## src/rtl/seg_scan_ctrl.sv

```systemverilog
`default_nettype none
// ============================================================================
// Module   : seg_scan_ctrl
// Brief    : Time-multiplexed common-anode 7-segment scan controller with
//            dead-time blanking, frame-aligned load/ack and zero suppression.
// Revision : 1.0 - initial release
// ============================================================================
module seg_scan_ctrl #(
    parameter int NUM_DIGITS   = 4,
    parameter int REFRESH_DIV  = 50000,
    parameter int BLANK_CYCLES = 500
) (
    input  logic                    clk,
    input  logic                    rst,
    input  logic                    load,
    input  logic [4*NUM_DIGITS-1:0] data_in,
    input  logic [NUM_DIGITS-1:0]   blank_mask,
    input  logic                    lz_en,
    output logic [3:0]              nib_out,
    output logic                    seg_off,
    output logic [NUM_DIGITS-1:0]   dig_en,
    output logic                    load_ack,
    output logic                    frame_done
);

    localparam int CW = (REFRESH_DIV > 1) ? $clog2(REFRESH_DIV) : 1;
    localparam int IW = $clog2(NUM_DIGITS);
    localparam int DW = 4 * NUM_DIGITS;

    localparam logic [CW-1:0] c_cnt_max = CW'(REFRESH_DIV - 1);
    localparam logic [CW-1:0] c_blank   = CW'(BLANK_CYCLES);
    localparam logic [IW-1:0] c_idx_max = IW'(NUM_DIGITS - 1);

    localparam logic [0:0] ST_BLANK = 1'b0;
    localparam logic [0:0] ST_SHOW  = 1'b1;

    logic [0:0]            r_state;
    logic [IW-1:0]         r_idx;
    logic [CW-1:0]         r_cnt;
    logic [DW-1:0]         r_shadow;
    logic [DW-1:0]         r_pending;
    logic                  r_pend_v;

    logic [0:0]            w_state_nxt;
    logic [IW-1:0]         w_idx_nxt;
    logic [CW-1:0]         w_cnt_nxt;
    logic [DW-1:0]         w_shadow_nxt;
    logic [DW-1:0]         w_pending_nxt;
    logic                  w_pend_v_nxt;
    logic                  w_slot_end;
    logic                  w_boundary;
    logic                  w_commit;
    logic                  w_zero_run;
    logic                  w_vis;
    logic [NUM_DIGITS-1:0] w_dark;
    logic [NUM_DIGITS-1:0] w_dig_en_nxt;
    logic [3:0]            w_nib_nxt;
    logic                  w_frame_done_nxt;

    // Slot/frame sequencing and the pending -> shadow handoff.
    always_comb begin
        w_slot_end    = (r_cnt == c_cnt_max);
        w_boundary    = w_slot_end && (r_idx == c_idx_max);
        w_cnt_nxt     = w_slot_end ? '0 : r_cnt + CW'(1);
        w_idx_nxt     = r_idx;
        if (w_slot_end) begin
            w_idx_nxt = (r_idx == c_idx_max) ? '0 : r_idx + IW'(1);
        end
        w_commit      = w_boundary && r_pend_v;
        w_shadow_nxt  = w_commit ? r_pending : r_shadow;
        w_pending_nxt = r_pending;
        w_pend_v_nxt  = r_pend_v;
        if (load) begin
            w_pending_nxt = data_in;
            w_pend_v_nxt  = 1'b1;
        end else if (w_commit) begin
            w_pend_v_nxt  = 1'b0;
        end

        case (r_state)
            ST_BLANK: w_state_nxt = (w_cnt_nxt == c_blank) ? ST_SHOW : ST_BLANK;
            ST_SHOW:  w_state_nxt = (w_cnt_nxt == '0) ? ST_BLANK : ST_SHOW;
            default:  w_state_nxt = ST_BLANK;
        endcase

        w_frame_done_nxt = (w_idx_nxt == c_idx_max) && (w_cnt_nxt == c_cnt_max);
    end

    // Outputs are computed from next-state values so they register alongside state/idx.
    always_comb begin
        w_zero_run   = 1'b1;
        w_dark       = '0;
        w_dig_en_nxt = '1;
        w_nib_nxt    = '0;
        w_vis        = 1'b0;
        for (int k = NUM_DIGITS - 1; k >= 0; k--) begin
            w_zero_run = w_zero_run && (w_shadow_nxt[4*k +: 4] == 4'h0);
            w_dark[k]  = blank_mask[k] || (lz_en && (k > 0) && w_zero_run);
        end
        for (int k = 0; k < NUM_DIGITS; k++) begin
            if (IW'(k) == w_idx_nxt) begin
                w_nib_nxt       = w_shadow_nxt[4*k +: 4];
                w_vis           = (w_state_nxt == ST_SHOW) && !w_dark[k];
                w_dig_en_nxt[k] = !w_vis;
            end
        end
    end

    always_ff @(posedge clk or posedge rst) begin
        if (rst) begin
            r_state    <= ST_BLANK;
            r_idx      <= '0;
            r_cnt      <= '0;
            r_shadow   <= '0;
            r_pending  <= '0;
            r_pend_v   <= 1'b0;
            nib_out    <= 4'h0;
            seg_off    <= 1'b1;
            dig_en     <= '1;
            load_ack   <= 1'b0;
            frame_done <= 1'b0;
        end else begin
            r_state    <= w_state_nxt;
            r_idx      <= w_idx_nxt;
            r_cnt      <= w_cnt_nxt;
            r_shadow   <= w_shadow_nxt;
            r_pending  <= w_pending_nxt;
            r_pend_v   <= w_pend_v_nxt;
            nib_out    <= w_nib_nxt;
            seg_off    <= !w_vis;
            dig_en     <= w_dig_en_nxt;
            load_ack   <= w_commit;
            frame_done <= w_frame_done_nxt;
        end
    end

endmodule
`default_nettype wire

```

## config.mk

```make
export PLATFORM = sky130hd
export DESIGN_NAME = seg_scan_ctrl
export DESIGN_NICKNAME = d
export VERILOG_FILES = /design/src/rtl/seg_scan_ctrl.sv
export SDC_FILE = /design/constraint.sdc
export NUM_CORES = 1
export LEC_CHECK = 0
export BUFFER_PORTS_ARGS = -buffer_cell sky130_fd_sc_hd__buf_2
export CAP_MARGIN = 15
export CELL_PAD_IN_SITES_DETAIL_PLACEMENT = 2
export CELL_PAD_IN_SITES_GLOBAL_PLACEMENT = 2
export CORE_AREA = 2 2 94 96
export DETAILED_ROUTE_END_ITERATION = 12
export DIE_AREA = 0 0 96 98
export GPL_TIMING_DRIVEN = 1
export PLACE_DENSITY_LB_ADDON = 0.1
export SETUP_SLACK_MARGIN = 0.2
export SYNTH_ARGS = -nofsm -noshare
export SYNTH_HDL_FRONTEND = slang
export SYNTH_SLANG_ARGS = --single-unit
```

## constraint.sdc

```tcl
create_clock -name clk -period 3.4 [get_ports clk]
set_input_delay 0.34 -clock clk [delete_from_list [all_inputs] [get_ports clk]]
set_output_delay 0.34 -clock clk [all_outputs]
set_load 0.005 [all_outputs]
```

Word-level counts from Yosys, hierarchy flattened
Index checks and enable logic that the tools add are counted.
- equal/unequal tests: 8
- bitwise gates (word level): 1
- reductions and logical operators: 30
- multiplexer cells: 21
- $add $sub $neg: 2
- operators with widths (kind ; number):
    equality test 16 bit, second input constant ; 2
    two-way mux 16 bit ; 2
    adder 16 x 1 -> 16 bit, second input constant ; 1
    equality test 16 x 9 -> 1 bit, second input constant ; 1
    logical NOT 16 bit ; 1
    two-way mux 4 bit ; 4
    logical AND 1 bit ; 12
    logical NOT 4 bit ; 3
    two-way mux 1 bit ; 12
    logical NOT 1 bit ; 9
    equality test 2 bit, first input constant ; 2
    equality test 2 bit, second input constant ; 2
    two-way mux 2 bit ; 2
    logical OR 1 bit ; 3
    adder 2 x 1 -> 2 bit, second input constant ; 1
    equality test 1 x 2 -> 1 bit, first input constant ; 1
    logical NOT 2 bit ; 1
    case mux 1 bit (2 select lines) ; 1
    nonzero test 2 bit ; 1
    NOT 1 bit ; 1
- logic and storage cells: 73
- bits in registers: 63
- input port bits: 24
- output and inout port bits: 11

Depth between registers and ports, before layout
- word-level depth: 15
- mapped depth: 11
- mapped depth without buffers: 7

Least setup slack after synthesis
No wires, ideal clock.
- kind: register to register
- from: reg r_cnt[5]
- to: reg nib_out[0]
- required time: 3.255 ns
- cell stages (with the launch flop): 8
- setup time: 0.145 ns
- buffers on the path: 1
- data arrival time: 2.440 ns
- path slack: 0.814 ns
- clock period less this slack: 2.586 ns
- path through: dfrtp_1 buf_2 or4_4 nor4_4 mux2i_1 inv_2 mux2i_1 mux2i_1
- elaborated cells on any way between the ends: 13
- those cells by class: 4 x eq/ne; 6 x mux; 3 x reduce/logical
- RTL lines (item ; line ; text):
    from (decl) ; 39 ; logic [CW-1:0] r_cnt;
    from (signal assigned) ; 125 ; r_cnt <= w_cnt_nxt;
    equality test 16 bit (*) ; 62 ; w_slot_end = (r_cnt == c_cnt_max);
    two-way mux 2 bit (*) ; 66 ; if (w_slot_end) begin
    named net w_idx_nxt[1] ; 45 ; logic [IW-1:0] w_idx_nxt;
    logical NOT 2 bit ; 101 ; if (IW'(k) == w_idx_nxt) begin
    two-way mux 4 bit (3 in series) ; 101 ;
    two-way mux 4 bit (*) ; 101 ;
    named net w_nib_nxt[0] ; 57 ; logic [3:0] w_nib_nxt;
    to (signal assigned) ; 129 ; nib_out <= w_nib_nxt;
    to (decl) ; 19 ; output logic [3:0] nib_out,
The timed path passes the listed nets; every way through them passes the cells marked *.
A chain may end at the register's enable or synchronous reset.

Worst setup path after layout
- from: reg r_cnt[7]
- to: reg nib_out[3]
- elaborated cells on any way between the ends: 13
- those cells by class: 4 x eq/ne; 6 x mux; 3 x reduce/logical
- RTL lines (item ; line ; text):
    equality test 16 bit ; 62 ;
    logical AND 1 bit ; 63 ; w_boundary = w_slot_end && (r_idx == c_idx_max);
    logical AND 1 bit ; 69 ; w_commit = w_boundary && r_pend_v;
    two-way mux 16 bit ; 70 ; w_shadow_nxt = w_commit ? r_pending : r_shadow;
    named net w_shadow_nxt[15] ; 47 ; logic [DW-1:0] w_shadow_nxt;
    two-way mux 4 bit ; 101 ;
    named net w_nib_nxt[3] ; 57 ;
The timed path passes the listed nets, and every way through them passes these cells.

==> results.ini <==
[timing]
timing.fmax_mhz=333
tightestPinTransition_ns=0.674
skew_ns=0.0136
finalCritPeriodShare=0.884
fin_setup_tns_ns=0
fin_worst_hold_slack_ns=0.215
rsz0062_at_grt=no
drv_slew=0
final_setup_violation_count=0
min_period_ns=3.01
timing_hold_violations_final=0
slew_headroom=0.544

[clock_tree]
insertion_delay_ns=0.35
clock_tree.buffer_depth=2
clock_tree_from_tritoncts=built
root_buffer=sky130_fd_sc_hd__clkbuf_8
clkSinkCount=63
path_clk_slew_ns=0.08
cts_repair_resize_count=0
postCtsSetupRepairBufs=0
clock_tree.htree_level_count=3
cts_inserted_buffers=9
cts_hold_repair.buffers=1

[setup_path]
critical_path_arrival_ns=3.24
worstReg2RegStart=r_cnt[7]
critical_path_class=reg -> reg
crit_required_ns=3.63
worstReg2RegEnd=nib_out[3]
crit_path_end_kind=flip-flop
crit_path_max_fanout=13
depth_of_the_worst_register_to_register_path=7
setup.worst_path.start_class=flip-flop
reg2reg_slack_ns=0.39

[run]
max-cap-violations=0

[grt]
grt_first_pass_wirelength_um=13900
number_of_global_route_vias_before_repair=2608
gr-usage-all-layers=0.198
largest_net_degree_at_the_start_of_global_routing=51
grt_remaining_overflow=0
antenna_found_initial=0

[floorplan]
core-area_sq_mm=0.00847
die-area_sq_mm=0.00941
die_outline_height_um=98
placement_rows=34
starting_density_of_the_core=0.379
io_pins=35
floorplan.die.width_um=96

[logic_synthesis]
synth.cells.most_frequent=58 x sky130_fd_sc_hd__dfrtp_1, 23 x sky130_fd_sc_hd__mux2_2, 17 x sky130_fd_sc_hd__nand2_1, 14 x sky130_fd_sc_hd__mux2i_1, 11 x sky130_fd_sc_hd__mux2_4
synth_nets=301
synth_cell_types=55
yosysSeqAreaShare=0.493
yosysWarningCount=0
synthesis.area_sq_mm=0.00321
synthDominantAreaCellType=sky130_fd_sc_hd__dfrtp_1
synthDominantCellAreaShare=0.452
synth_async_sr_flop_share=1.00
netlist_instances=274
synth-seq-cells=63
synth-edff-count=0
postSynthAreaPerCell_sq_um=11.7
synth.area.top_cells=sky130_fd_sc_hd__dfrtp_1 45%, sky130_fd_sc_hd__mux2_2 8.1%, sky130_fd_sc_hd__mux2_4 5.1%
dominantRegCellSynth=sky130_fd_sc_hd__dfrtp_1
synthMostInstantiatedCell=sky130_fd_sc_hd__dfrtp_1

[detailed_routing]
drtPass1Iterations=4
drcViolationCount=0
postRouteWirelength_um=8500
drt.antenna.violating_nets=0
num_vias=2333
wl_per_cell_um=19.9
drt_iter0_drc=51
route.detailed.vias_per_inst=5.46

[layout]
final_nets=341
antennaDiodeCount=0
drive_gt1_frac=0.339
stdcell_area_sq_mm=0.00374
area_growth_pct=16.6

[place]
dp_hpwl_um=6240
dpl_cell_area_sq_mm=0.00348
numPortBuffers=34
finalWeightedCongestion=0.787

[worst_hold_path]
min_from=data_in[1]
timing.hold.worst.class=in -> reg
min_path_cells=2
worst_hold_path.endpoint=r_pending[1]

[pwr]
p_per_area_mw_per_mm2=447
peakVddDrop_mv=0.232
p_leak_nw=1.76

[run_status]
status=complete, no violations

## power breakdown
group	total, mW	internal [mW]	switching (mW)
sequential	0.783	0.768	0.0150
combinational	0.0626	0.0321	0.0305
clock	0.828	0.497	0.330
## cells in the final DEF, fill, tap and decap left out, drive strengths merged, types with 2 or more instances in the layout
master,count
dfrtp,58
buf,43
mux2,34
nand2,17
mux2i,14
inv,13
nor2,10
clkbuf,9
nand3,8
nor3,8
xor2,8
nor4,7
or4,7
nand4,5
o21ai,5
o211ai,5
dfstp,5
or3,4
nor3b,4
nand4b,3
and4,3
nand2b,3
a21oi,3
a211oi,3
or4b,3
a31oi,3
ha,3
bufinv,3
nand4bb,2
xnor2,2
o31ai,2
o21a,2
nor2b,2
and3,2
nand3b,2
or2,2
## how the worst max path moves through the flow
stage,startpoint,cells past startpoint,to
2_1_floorplan,r_cnt[5],7,nib_out[0]
3_3_place_gp,r_cnt[7],7,nib_out[3]
5_1_grt,r_cnt[7],6,seg_off
6_report,r_cnt[7],7,nib_out[3]
4_1_cts,r_cnt[7],7,nib_out[3]
3_5_place_dp,r_cnt[7],7,nib_out[3]
## logic make-up (layout without fill, tap and decap cells)
group | Yosys count | after routing | share of synthesized area
simple gates | 95 | 95 | 0.183
flops | 63 | 63 | 0.493
mux | 48 | 48 | 0.176
compound gates | 31 | 31 | 0.0678
buf+inv | 24 | 69 | 0.0413
xor+xnor | 10 | 10 | 0.0273
fa+ha+maj | 3 | 3 | 0.0117
## cell type report
class,count,area [sq um]
Clock buffer,9,124
Clock inverter,7,125
Fill cell,884,4720
Inverter,9,33.8
Multi-Input combinational cell,187,1500
Sequential cell,63,1580
Tap cell,108,135
Timing Repair Buffer,44,248
## metrics by stage
stage          std cells  total power, mW   util  worst slack (ns)
6_report             427             1.67  0.442             0.393
5_1_grt              427             1.74  0.442             0.286
4_1_cts              427             1.70  0.442             0.392
3_5_place_dp         410            0.862  0.412             0.403
3_3_place_gp         410            0.859  0.412             0.393
2_1_floorplan        274            0.832      -             0.814
## critical path, stage by stage, from the launching register on
cell	delay (ns)
sky130_fd_sc_hd__dfrtp_1	0.46
sky130_fd_sc_hd__nand4bb_1	0.35
sky130_fd_sc_hd__or4_4	0.67
sky130_fd_sc_hd__or2_1	0.46
sky130_fd_sc_hd__buf_4	0.29
sky130_fd_sc_hd__mux2_4	0.32
sky130_fd_sc_hd__mux2i_1	0.22
sky130_fd_sc_hd__mux2i_1	0.11
## layer usage
metal / track usage / share of wire
met1: 0.231 / 0.41
met2: 0.350 / 0.54
met3: 0.0409 / 0.024
met4: 0.0758 / 0.022
met5: 0 / 0
## flip-flops by register name, indices dropped and copies added, names as in the netlist, 2 cells and up
register	cells
nib_out	4
r_idx	2
r_shadow	16
dig_en	4
r_pending	16
r_cnt	16
(Power assumes the default switching activity.)
